<file path="config.mk">
export PLATFORM = sky130hd
export DESIGN_NAME = lsu_align_unit_flat
export DESIGN_NICKNAME = d
export VERILOG_FILES = /design/src/rtl/lsu_align_unit_pkg.sv /design/src/rtl/lsu_align_unit_if.sv /design/src/rtl/lsu_load_extend.sv /design/src/rtl/lsu_align_unit.sv /design/src/flat_wrapper.sv
export SDC_FILE = /design/constraint.sdc
export NUM_CORES = 1
export LEC_CHECK = 0
export CORE_MARGIN = 8
export CORE_UTILIZATION = 45
export CTS_BUF_LIST = sky130_fd_sc_hd__clkbuf_8
export DETAILED_ROUTE_END_ITERATION = 6
export PLACE_DENSITY = 0.79
export SLEW_MARGIN = 5
export SYNTH_ARGS = -nofsm -noshare
export SYNTH_HDL_FRONTEND = slang
export SYNTH_SLANG_ARGS = --single-unit
export TNS_END_PERCENT = 1
</file>
<file path="constraint.sdc">
create_clock -name clk_i -period 6.4 [get_ports clk_i]
set_clock_uncertainty 0.1 [all_clocks]
set_input_delay 1.28 -clock clk_i [delete_from_list [all_inputs] [get_ports clk_i]]
set_output_delay 1.28 -clock clk_i [all_outputs]
set_load 0.005 [all_outputs]
</file>
<file path="src/rtl/lsu_align_unit_pkg.sv">
// Shared load/store encodings and aligner FSM states.
package lsu_align_unit_pkg;

    // RV32I load/store funct3 codes
    localparam logic [2:0] F3_LB  = 3'b000;
    localparam logic [2:0] F3_LH  = 3'b001;
    localparam logic [2:0] F3_LW  = 3'b010;
    localparam logic [2:0] F3_LBU = 3'b100;
    localparam logic [2:0] F3_LHU = 3'b101;
    localparam logic [2:0] F3_SB  = 3'b000;
    localparam logic [2:0] F3_SH  = 3'b001;
    localparam logic [2:0] F3_SW  = 3'b010;

    typedef enum logic {
        LSU_ST_IDLE  = 1'b0,
        LSU_ST_SPLIT = 1'b1
    } lsu_state_e;

    // Index of the last byte if the access were split: 1 for halfwords,
    // 3 for words, 0 for byte or unknown accesses (which never split).
    function automatic logic [1:0] access_last_idx(input logic is_ld, input logic is_st,
                                                   input logic [2:0] f3);
        logic [1:0] r;
        r = 2'd0;
        if (is_st) begin
            case (f3)
                F3_SH:   r = 2'd1;
                F3_SW:   r = 2'd3;
                default: r = 2'd0;
            endcase
        end else if (is_ld) begin
            case (f3)
                F3_LH, F3_LHU: r = 2'd1;
                F3_LW:         r = 2'd3;
                default:       r = 2'd0;
            endcase
        end
        return r;
    endfunction

endpackage

</file>
<file path="src/rtl/lsu_align_unit_if.sv">
// Pipeline request / cache bus bundle around the access aligner.
interface lsu_align_unit_if;
    logic [31:0] address_i;
    logic [31:0] write_data_i;
    logic        is_load_instr_i;
    logic        is_store_instr_i;
    logic [2:0]  funct3_i;
    logic        stall_o;
    logic [31:0] load_data_o;
    logic        load_valid_o;
    logic        misaligned_o;
    logic [31:0] dc_address_o;
    logic [31:0] dc_write_data_o;
    logic        dc_is_load_o;
    logic        dc_is_store_o;
    logic [2:0]  dc_funct3_o;
    logic [31:0] dc_read_data_i;

    // Aligner side
    modport slave (
        input  address_i, write_data_i, is_load_instr_i, is_store_instr_i, funct3_i,
        input  dc_read_data_i,
        output stall_o, load_data_o, load_valid_o, misaligned_o,
        output dc_address_o, dc_write_data_o, dc_is_load_o, dc_is_store_o, dc_funct3_o
    );

    // Pipeline + cache side
    modport master (
        output address_i, write_data_i, is_load_instr_i, is_store_instr_i, funct3_i,
        output dc_read_data_i,
        input  stall_o, load_data_o, load_valid_o, misaligned_o,
        input  dc_address_o, dc_write_data_o, dc_is_load_o, dc_is_store_o, dc_funct3_o
    );
endinterface

</file>
<file path="src/rtl/lsu_load_extend.sv">
// Sign/zero extension of a raw load value according to funct3.
module lsu_load_extend
    import lsu_align_unit_pkg::*;
(
    input  logic [2:0]  funct3,
    input  logic [31:0] raw,
    output logic [31:0] result
);
    // Extend byte/halfword loads; words and unknown codes pass unchanged
    always_comb begin
        case (funct3)
            F3_LB:   result = {{24{raw[7]}}, raw[7:0]};
            F3_LH:   result = {{16{raw[15]}}, raw[15:0]};
            F3_LBU:  result = {24'b0, raw[7:0]};
            F3_LHU:  result = {16'b0, raw[15:0]};
            default: result = raw;
        endcase
    end
endmodule

</file>
<file path="src/rtl/lsu_align_unit.sv">
// Memory-stage aligner: passes aligned accesses straight to the cache and
// splits misaligned halfword/word accesses into sequential byte accesses.
module lsu_align_unit
    import lsu_align_unit_pkg::*;
(
    input logic             clk_i,
    input logic             rst_i,
    lsu_align_unit_if.slave bus
);
    lsu_state_e  state_q, state_d;
    logic [1:0]  idx_q, last_q;
    logic [31:0] base_q, wdata_q;
    logic [2:0]  f3_q;
    logic        st_q;
    logic [23:0] acc_q;

    logic        req_st, req_ld, req_mis, start, active, is_final, cur_st;
    logic [1:0]  req_last, k, cur_last;
    logic [31:0] cur_base, cur_wdata, ext_raw, ext_data;
    logic [2:0]  cur_f3, ext_f3;
    logic [7:0]  wr_byte, rd_byte;

    // Classify the request; byte 0 uses live inputs, later bytes the latched copies
    always_comb begin
        req_st   = bus.is_store_instr_i;
        req_ld   = bus.is_load_instr_i & ~bus.is_store_instr_i;
        req_last = access_last_idx(req_ld, req_st, bus.funct3_i);
        req_mis  = ((req_last == 2'd1) && bus.address_i[0]) ||
                   ((req_last == 2'd3) && (bus.address_i[1:0] != 2'b00));
        start    = (state_q == LSU_ST_IDLE) && req_mis;
        active   = start || (state_q == LSU_ST_SPLIT);
        if (state_q == LSU_ST_SPLIT) begin
            k = idx_q; cur_base = base_q; cur_wdata = wdata_q;
            cur_f3 = f3_q; cur_st = st_q; cur_last = last_q;
        end else begin
            k = 2'd0; cur_base = bus.address_i; cur_wdata = bus.write_data_i;
            cur_f3 = bus.funct3_i; cur_st = req_st; cur_last = req_last;
        end
        is_final = active && (k == cur_last);
        rd_byte  = bus.dc_read_data_i[7:0];
        case (k)
            2'd0:    wr_byte = cur_wdata[7:0];
            2'd1:    wr_byte = cur_wdata[15:8];
            2'd2:    wr_byte = cur_wdata[23:16];
            default: wr_byte = cur_wdata[31:24];
        endcase
        // Pass-through loads are returned as the cache delivers them
        ext_f3  = F3_LW;
        ext_raw = bus.dc_read_data_i;
        if (active) begin
            ext_f3  = cur_f3;
            ext_raw = (cur_last == 2'd1) ? {16'b0, rd_byte, acc_q[7:0]} : {rd_byte, acc_q};
        end
    end

    lsu_load_extend u_ext (
        .funct3 (ext_f3),
        .raw    (ext_raw),
        .result (ext_data)
    );

    // State register
    always_ff @(posedge clk_i or posedge rst_i) begin
        if (rst_i) state_q <= LSU_ST_IDLE;
        else       state_q <= state_d;
    end

    // Next state: enter SPLIT on a misaligned request, leave after the last byte
    always_comb begin
        state_d = state_q;
        case (state_q)
            LSU_ST_IDLE:  if (req_mis) state_d = LSU_ST_SPLIT;
            LSU_ST_SPLIT: if (idx_q == last_q) state_d = LSU_ST_IDLE;
            default:      state_d = LSU_ST_IDLE;
        endcase
    end

    // Split bookkeeping: latch request on byte 0, step index, collect load bytes
    always_ff @(posedge clk_i or posedge rst_i) begin
        if (rst_i) begin
            idx_q   <= 2'd0;
            last_q  <= 2'd0;
            base_q  <= 32'd0;
            wdata_q <= 32'd0;
            f3_q    <= 3'd0;
            st_q    <= 1'b0;
            acc_q   <= 24'd0;
        end else begin
            if (start) begin
                base_q  <= bus.address_i;
                wdata_q <= bus.write_data_i;
                f3_q    <= bus.funct3_i;
                st_q    <= req_st;
                last_q  <= req_last;
            end
            if (active) begin
                idx_q <= is_final ? 2'd0 : k + 2'd1;
                if (!cur_st && !is_final) begin
                    case (k)
                        2'd0:    acc_q[7:0]   <= rd_byte;
                        2'd1:    acc_q[15:8]  <= rd_byte;
                        2'd2:    acc_q[23:16] <= rd_byte;
                        default: ;
                    endcase
                end
            end
        end
    end

    // Outputs: byte access while splitting, otherwise straight pass-through
    always_comb begin
        bus.stall_o         = 1'b0;
        bus.load_data_o     = 32'd0;
        bus.load_valid_o    = 1'b0;
        bus.misaligned_o    = 1'b0;
        bus.dc_address_o    = 32'd0;
        bus.dc_write_data_o = 32'd0;
        bus.dc_is_load_o    = 1'b0;
        bus.dc_is_store_o   = 1'b0;
        bus.dc_funct3_o     = 3'd0;
        if (!rst_i) begin
            bus.load_data_o = ext_data;
            if (active) begin
                bus.dc_address_o    = cur_base + {30'd0, k};
                bus.dc_funct3_o     = cur_st ? F3_SB : F3_LBU;
                bus.dc_write_data_o = cur_st ? {24'd0, wr_byte} : 32'd0;
                bus.dc_is_store_o   = cur_st;
                bus.dc_is_load_o    = !cur_st;
                bus.stall_o         = !is_final;
                bus.misaligned_o    = 1'b1;
                bus.load_valid_o    = !cur_st && is_final;
            end else begin
                bus.dc_address_o    = bus.address_i;
                bus.dc_write_data_o = bus.write_data_i;
                bus.dc_funct3_o     = bus.funct3_i;
                bus.dc_is_store_o   = req_st;
                bus.dc_is_load_o    = req_ld;
                bus.load_valid_o    = req_ld;
            end
        end
    end
endmodule

</file>
<file path="src/flat_wrapper.sv">
// flat-port wrapper written by rule: the top's interface ports become plain ports
module lsu_align_unit_flat import lsu_align_unit_pkg::*;
  (clk_i, rst_i, bus_address_i, bus_write_data_i, bus_is_load_instr_i, bus_is_store_instr_i, bus_funct3_i, bus_dc_read_data_i, bus_stall_o, bus_load_data_o, bus_load_valid_o, bus_misaligned_o, bus_dc_address_o, bus_dc_write_data_o, bus_dc_is_load_o, bus_dc_is_store_o, bus_dc_funct3_o);
  lsu_align_unit_if bus_i ();
  input logic clk_i;
  input logic rst_i;
  input wire logic [$bits(bus_i.address_i)-1:0] bus_address_i;
  input wire logic [$bits(bus_i.write_data_i)-1:0] bus_write_data_i;
  input wire logic [$bits(bus_i.is_load_instr_i)-1:0] bus_is_load_instr_i;
  input wire logic [$bits(bus_i.is_store_instr_i)-1:0] bus_is_store_instr_i;
  input wire logic [$bits(bus_i.funct3_i)-1:0] bus_funct3_i;
  input wire logic [$bits(bus_i.dc_read_data_i)-1:0] bus_dc_read_data_i;
  output wire logic [$bits(bus_i.stall_o)-1:0] bus_stall_o;
  output wire logic [$bits(bus_i.load_data_o)-1:0] bus_load_data_o;
  output wire logic [$bits(bus_i.load_valid_o)-1:0] bus_load_valid_o;
  output wire logic [$bits(bus_i.misaligned_o)-1:0] bus_misaligned_o;
  output wire logic [$bits(bus_i.dc_address_o)-1:0] bus_dc_address_o;
  output wire logic [$bits(bus_i.dc_write_data_o)-1:0] bus_dc_write_data_o;
  output wire logic [$bits(bus_i.dc_is_load_o)-1:0] bus_dc_is_load_o;
  output wire logic [$bits(bus_i.dc_is_store_o)-1:0] bus_dc_is_store_o;
  output wire logic [$bits(bus_i.dc_funct3_o)-1:0] bus_dc_funct3_o;
  assign bus_i.address_i = bus_address_i;
  assign bus_i.write_data_i = bus_write_data_i;
  assign bus_i.is_load_instr_i = bus_is_load_instr_i;
  assign bus_i.is_store_instr_i = bus_is_store_instr_i;
  assign bus_i.funct3_i = bus_funct3_i;
  assign bus_i.dc_read_data_i = bus_dc_read_data_i;
  assign bus_stall_o = bus_i.stall_o;
  assign bus_load_data_o = bus_i.load_data_o;
  assign bus_load_valid_o = bus_i.load_valid_o;
  assign bus_misaligned_o = bus_i.misaligned_o;
  assign bus_dc_address_o = bus_i.dc_address_o;
  assign bus_dc_write_data_o = bus_i.dc_write_data_o;
  assign bus_dc_is_load_o = bus_i.dc_is_load_o;
  assign bus_dc_is_store_o = bus_i.dc_is_store_o;
  assign bus_dc_funct3_o = bus_i.dc_funct3_o;
  lsu_align_unit u_core (.clk_i(clk_i), .rst_i(rst_i), .bus(bus_i));
endmodule
</file>
# == After elaboration in Yosys (flattened, before gate mapping) ==
# Index checks and enable logic that the tools add are counted.
# totals
reg_bits,97
input_bits,103
output_inout_bits,104
# classes
n_addsub,2
n_eq_ne,13
muxes,38
bitwise,3
n_reduce_logical,17
# op_table
operator,count
2-to-1 mux 32 bit,9
one-hot mux 32 bit (4 select lines),1
adder 32 x 2 -> 32 bit,1
one-hot mux 8 bit (3 select lines),1
2-to-1 mux 3 bit,5
2-to-1 mux 1 bit,13
2-to-1 mux 2 bit,5
== test 3 bit (second input constant),3
AND reduction 3 bit,3
2-to-1 mux 8 bit,1
one-hot mux 2 bit (2 select lines),2
== test 2 x 1 -> 1 bit (second input constant),3
== test 3 x 1 -> 1 bit (second input constant),2
logical AND 1 bit,6
== test 2 bit,2
== test 2 bit (second input constant),2
== test 3 x 2 -> 1 bit (second input constant),1
logical NOT 3 bit,1
adder 2 x 1 -> 2 bit (second input constant),1
logical NOT 1 bit,2
logical NOT 2 bit,1
logical OR 1 bit,2
NOT 1 bit,2
one-hot mux 1 bit (2 select lines),1
other kinds (3),3

# == Logic depth before layout (Yosys ltp) ==
# depth
depth_word,14
mapped_depth,17

# == Cells and area by module ==
# From an unflattened synthesis, not the netlist that was laid out.
# unflattened
hier_cells,881
hier_area_um2,7727.4
# by_module_without_submodules
mod,n_inst,cells_each,area_each_um2,seq_area_each_um2
lsu_align_unit,1,814,7372.1,2427.3
lsu_load_extend,1,67,355.3,0.0

# == Least setup slack after synthesis ==
# OpenSTA, ideal clock, no wires.
# synth_path
path_kind,input to output
from,input port rst_i
to,output port bus_dc_address_o[20]
arrival_time_ps,5450
setup_slack_ps,-430
cell_stages,6
path_buffers,3
path_cell_list,clkbuf_1 -> inv_1 -> clkbuf_1 -> clkbuf_1 -> o21ai_0 -> a21oi_1
# synth_between
elab_chain_cells,1
# synth_lines
element,line,text
start: declaration,flat_wrapper.sv:6,input logic rst_i;
2-to-1 mux 32 bit,lsu_align_unit.sv:121,if (!rst_i) begin
end: declaration,flat_wrapper.sv:17,output wire logic [$bits(bus_i.dc_address_o)-1:0] bus_dc_address_o;
# No other way between the ends.

# == Worst setup path in the final report ==
# layout_path
from,input port bus_address_i[0]
to,output port bus_dc_address_o[26]
# layout_between
elab_chain_cells,7
word_cells_on_any_way,10
# layout_lines
element,line,text
start: declaration,flat_wrapper.sv:7,input wire logic [$bits(bus_i.address_i)-1:0] bus_address_i;
"parallel branches: the longest is 5 deep, another holds adder 32 x 2 -> 32 bit",--,
2-to-1 mux 32 bit (*),lsu_align_unit.sv:123,if (active) begin
2-to-1 mux 32 bit (*),lsu_align_unit.sv:121,
# Every way passes the cells marked *.

==> out/results.ini <==
[outcome]
status=completed

[worst_setup_path]
worstSetupEndpointType=output port
cp.arrival_ns=4.47
crit_family=buffers and inverters
cp_max_fo=11
cpPeakStageDelay_ns=0.60
reg2reg_from=u_core.state_q
worstPathCellList=clkdlybuf4s50_1, nand2_1, nand2_1, ha_1, inv_1, fa_1, a211oi_1, buf_4, and2_1, nand3_1, xnor2_1, a2111oi_0, clkdlybuf4s50_1
start_kind=primary input
path_class=in -> out
required_ns=5.02
rrSetupSlack_ns=3.54
r2r-end=u_core.acc_q[17]
crit_slowest_cell=clkdlybuf4s50_1
reg2regPathDepth=5
crit_buf_inv=4

[clocking]
cts_inserted_buffers=9
clock_tree.root_cell=clkbuf_8
cts-htree-levels=3
cts_setup_buffers=0
cts_tree=built
clock_latency_ns=0.38
cts.sinks=97
cts_max_path_buffers=2
clk_pin_slew_ns=0.09
cts_resized=0
ctsHoldBuffers=0

[cells_and_area]
multiInputGateArea_sq_um=4660
seq_area_sq_um=2430
drive_gt1_share_pct=11.6
final_util_pct=59.9
n_fill_cell=1485
layout_common_cells=nand2_1, clkdlybuf4s50_1, dfrtp_1
nets=1209
area_growth_pct=32.2
layout_commonest_cell=nand2_1

[global_route]
grt_max_degree=66
grt_pass1_vias=7495
overflow=0
antenna_found_initial=0
track_usage_pct=23.3
grt_pass1_wl_um=38900

[pwr]
leakagePower_uw=0.00415
powerDensity_nw_per_um2=374
ir_worst_vdd_mv=0.225

[floorplan]
ios=207
coreArea_sq_um=16300
die-width_um=144
die_area_sq_um=20800
chipHeight_um=144
start_util_pct=45.3
fp-row-count=47

[sta]
slew_viol_final=0
setup_tns_ns=0
rsz0062_at_grt=no
clock.fmax_ghz=0.171
slew_headroom_pct=21.8
hold_violations=0
worst_pin_slew_ns=1.17
fin_crit_sh_pct=91.5
finalSetupViolCount=0
period_needed_ns=5.85

[detailed_routing]
drtIter0Drc=716
vias=7621
firstDrtPassIters=6
drt-vias-per-instance=5.75
ant_nets=0
wl_um=24300
drc=0
post_drt_wl_per_cell_um=18.3

[place]
gp_congestion=0.869
io_buffers=206
dpl.hpwl_um=17300

[synthesis]
synth_ff_type=dfrtp_1
ys_ff_latch=97
syn_avg_cell_area_sq_um=7.95
synthCells=931
synth-async-reset-ratio_pct=100
seq_area_frac_synth_pct=32.8
synth_nets=1041
yosys_warnings=0
synth_edf_count=0
yosys.cell_types.count=75
netlist_area_sq_um=7410

[min_path]
whs_endpoint=u_core.wdata_q[8]
hold_class=reg -> reg
hold_depth=2
hold_start=u_core.wdata_q[8]

[flow_run]
cap_viol_max_count=0

## worst min-delay path, stage by stage, from the launching register on
cell and delay, ns:
dfrtp_1 0.35, nand2_1 0.05, nand2_1 0.05
## sequential cells by signal, summed over array words and instances, names as in the netlist
name            flops
u_core.state_q      1
u_core.st_q         1
u_core.last_q       2
u_core.f3_q         3
u_core.base_q      32
u_core.idx_q        2
u_core.acc_q       24
u_core.wdata_q     32
## metal layers
layer | GRT usage [%] | up-vias | share of wire, %
met5 | 0 | - | 0
met4 | 7.45 | 0 | 1.5
met3 | 6.44 | 26 | 9.9
met2 | 38.2 | 335 | 47
met1 | 29.2 | 3651 | 42
li1 | - | 3609 | -
## report_power, final
group          internal (uW)  switching [uW]
Clock                    153             233
Combinational           1050            1020
Sequential               920             288
Total                   2120            1540
## cells in the mapped netlist, types with 5 or more instances
cell        n  area share [%]
a211oi_1   12             1.2
a21oi_1    32             2.2
o21ai_0    31             2.1
a222oi_1    8             1.1
and3_1     29             2.4
mux2i_1    14             1.9
nand2_1   268              14
o22ai_1     5            0.42
xnor2_1    25             3.0
nor2_1     43             2.2
o21a_1      9            0.91
mux2_2     58             8.8
a22oi_1     8            0.81
nor4_1      5            0.42
buf_2      15             1.0
dfrtp_1    97              33
nand4_1    20             1.7
xor2_1     20             2.4
and2_1      6            0.51
a31oi_1    21             1.8
nor3_1     17             1.1
ha_1        6             1.0
nand3_1    44             3.0
nand3b_1    6            0.61
inv_1      10            0.51
clkbuf_1   46             2.3
## per-stage QoR
stage                     worst slack [ns]  instances  total power, uW  instance area (sq um)  hold slack, ns
final                                0.546       1325             3660                   9790           0.377
after global routing                 0.316       1324             3940                   9790           0.399
after CTS                            0.579       1324             3660                   9790           0.382
after detailed placement             0.579       1308             3270                   9610           0.358
after global placement               0.621       1308             3210                   9610           0.351
after floorplan                       1.29        931             2440                   7410           0.340
## final cells by class
type | instances | area share, %
multi-input combinational | 755 | 47.6
clock buffer | 10 | 1.41
antenna | 1 | 0.0256
sequential | 97 | 24.8
inverter | 11 | 0.447
timing repair buffer | 225 | 22.5
clock inverter | 6 | 0.422
tap | 220 | 2.81
## logic make-up after synthesis
group	synth area share, %
simple gates	29.2
compound gates	15.8
buf+inv	4.71
flops	32.8
fa+ha+maj	1.28
xor+xnor	5.32
mux	10.9
## how the worst max path moves through the flow
stage	from	to	slack, ns	depth (start not counted)
6_report	bus_address_i[0]	bus_dc_address_o[26]	0.55	13
3_3_place_gp	bus_address_i[0]	bus_dc_address_o[26]	0.62	13
3_5_place_dp	bus_address_i[0]	bus_dc_address_o[24]	0.58	13
2_1_floorplan	u_core.state_q	bus_dc_address_o[26]	1.29	17
5_1_grt	bus_address_i[1]	bus_dc_address_o[31]	0.32	12
4_1_cts	bus_address_i[0]	bus_dc_address_o[24]	0.58	13
No activity file was read; power rests on OpenSTA's default activity.
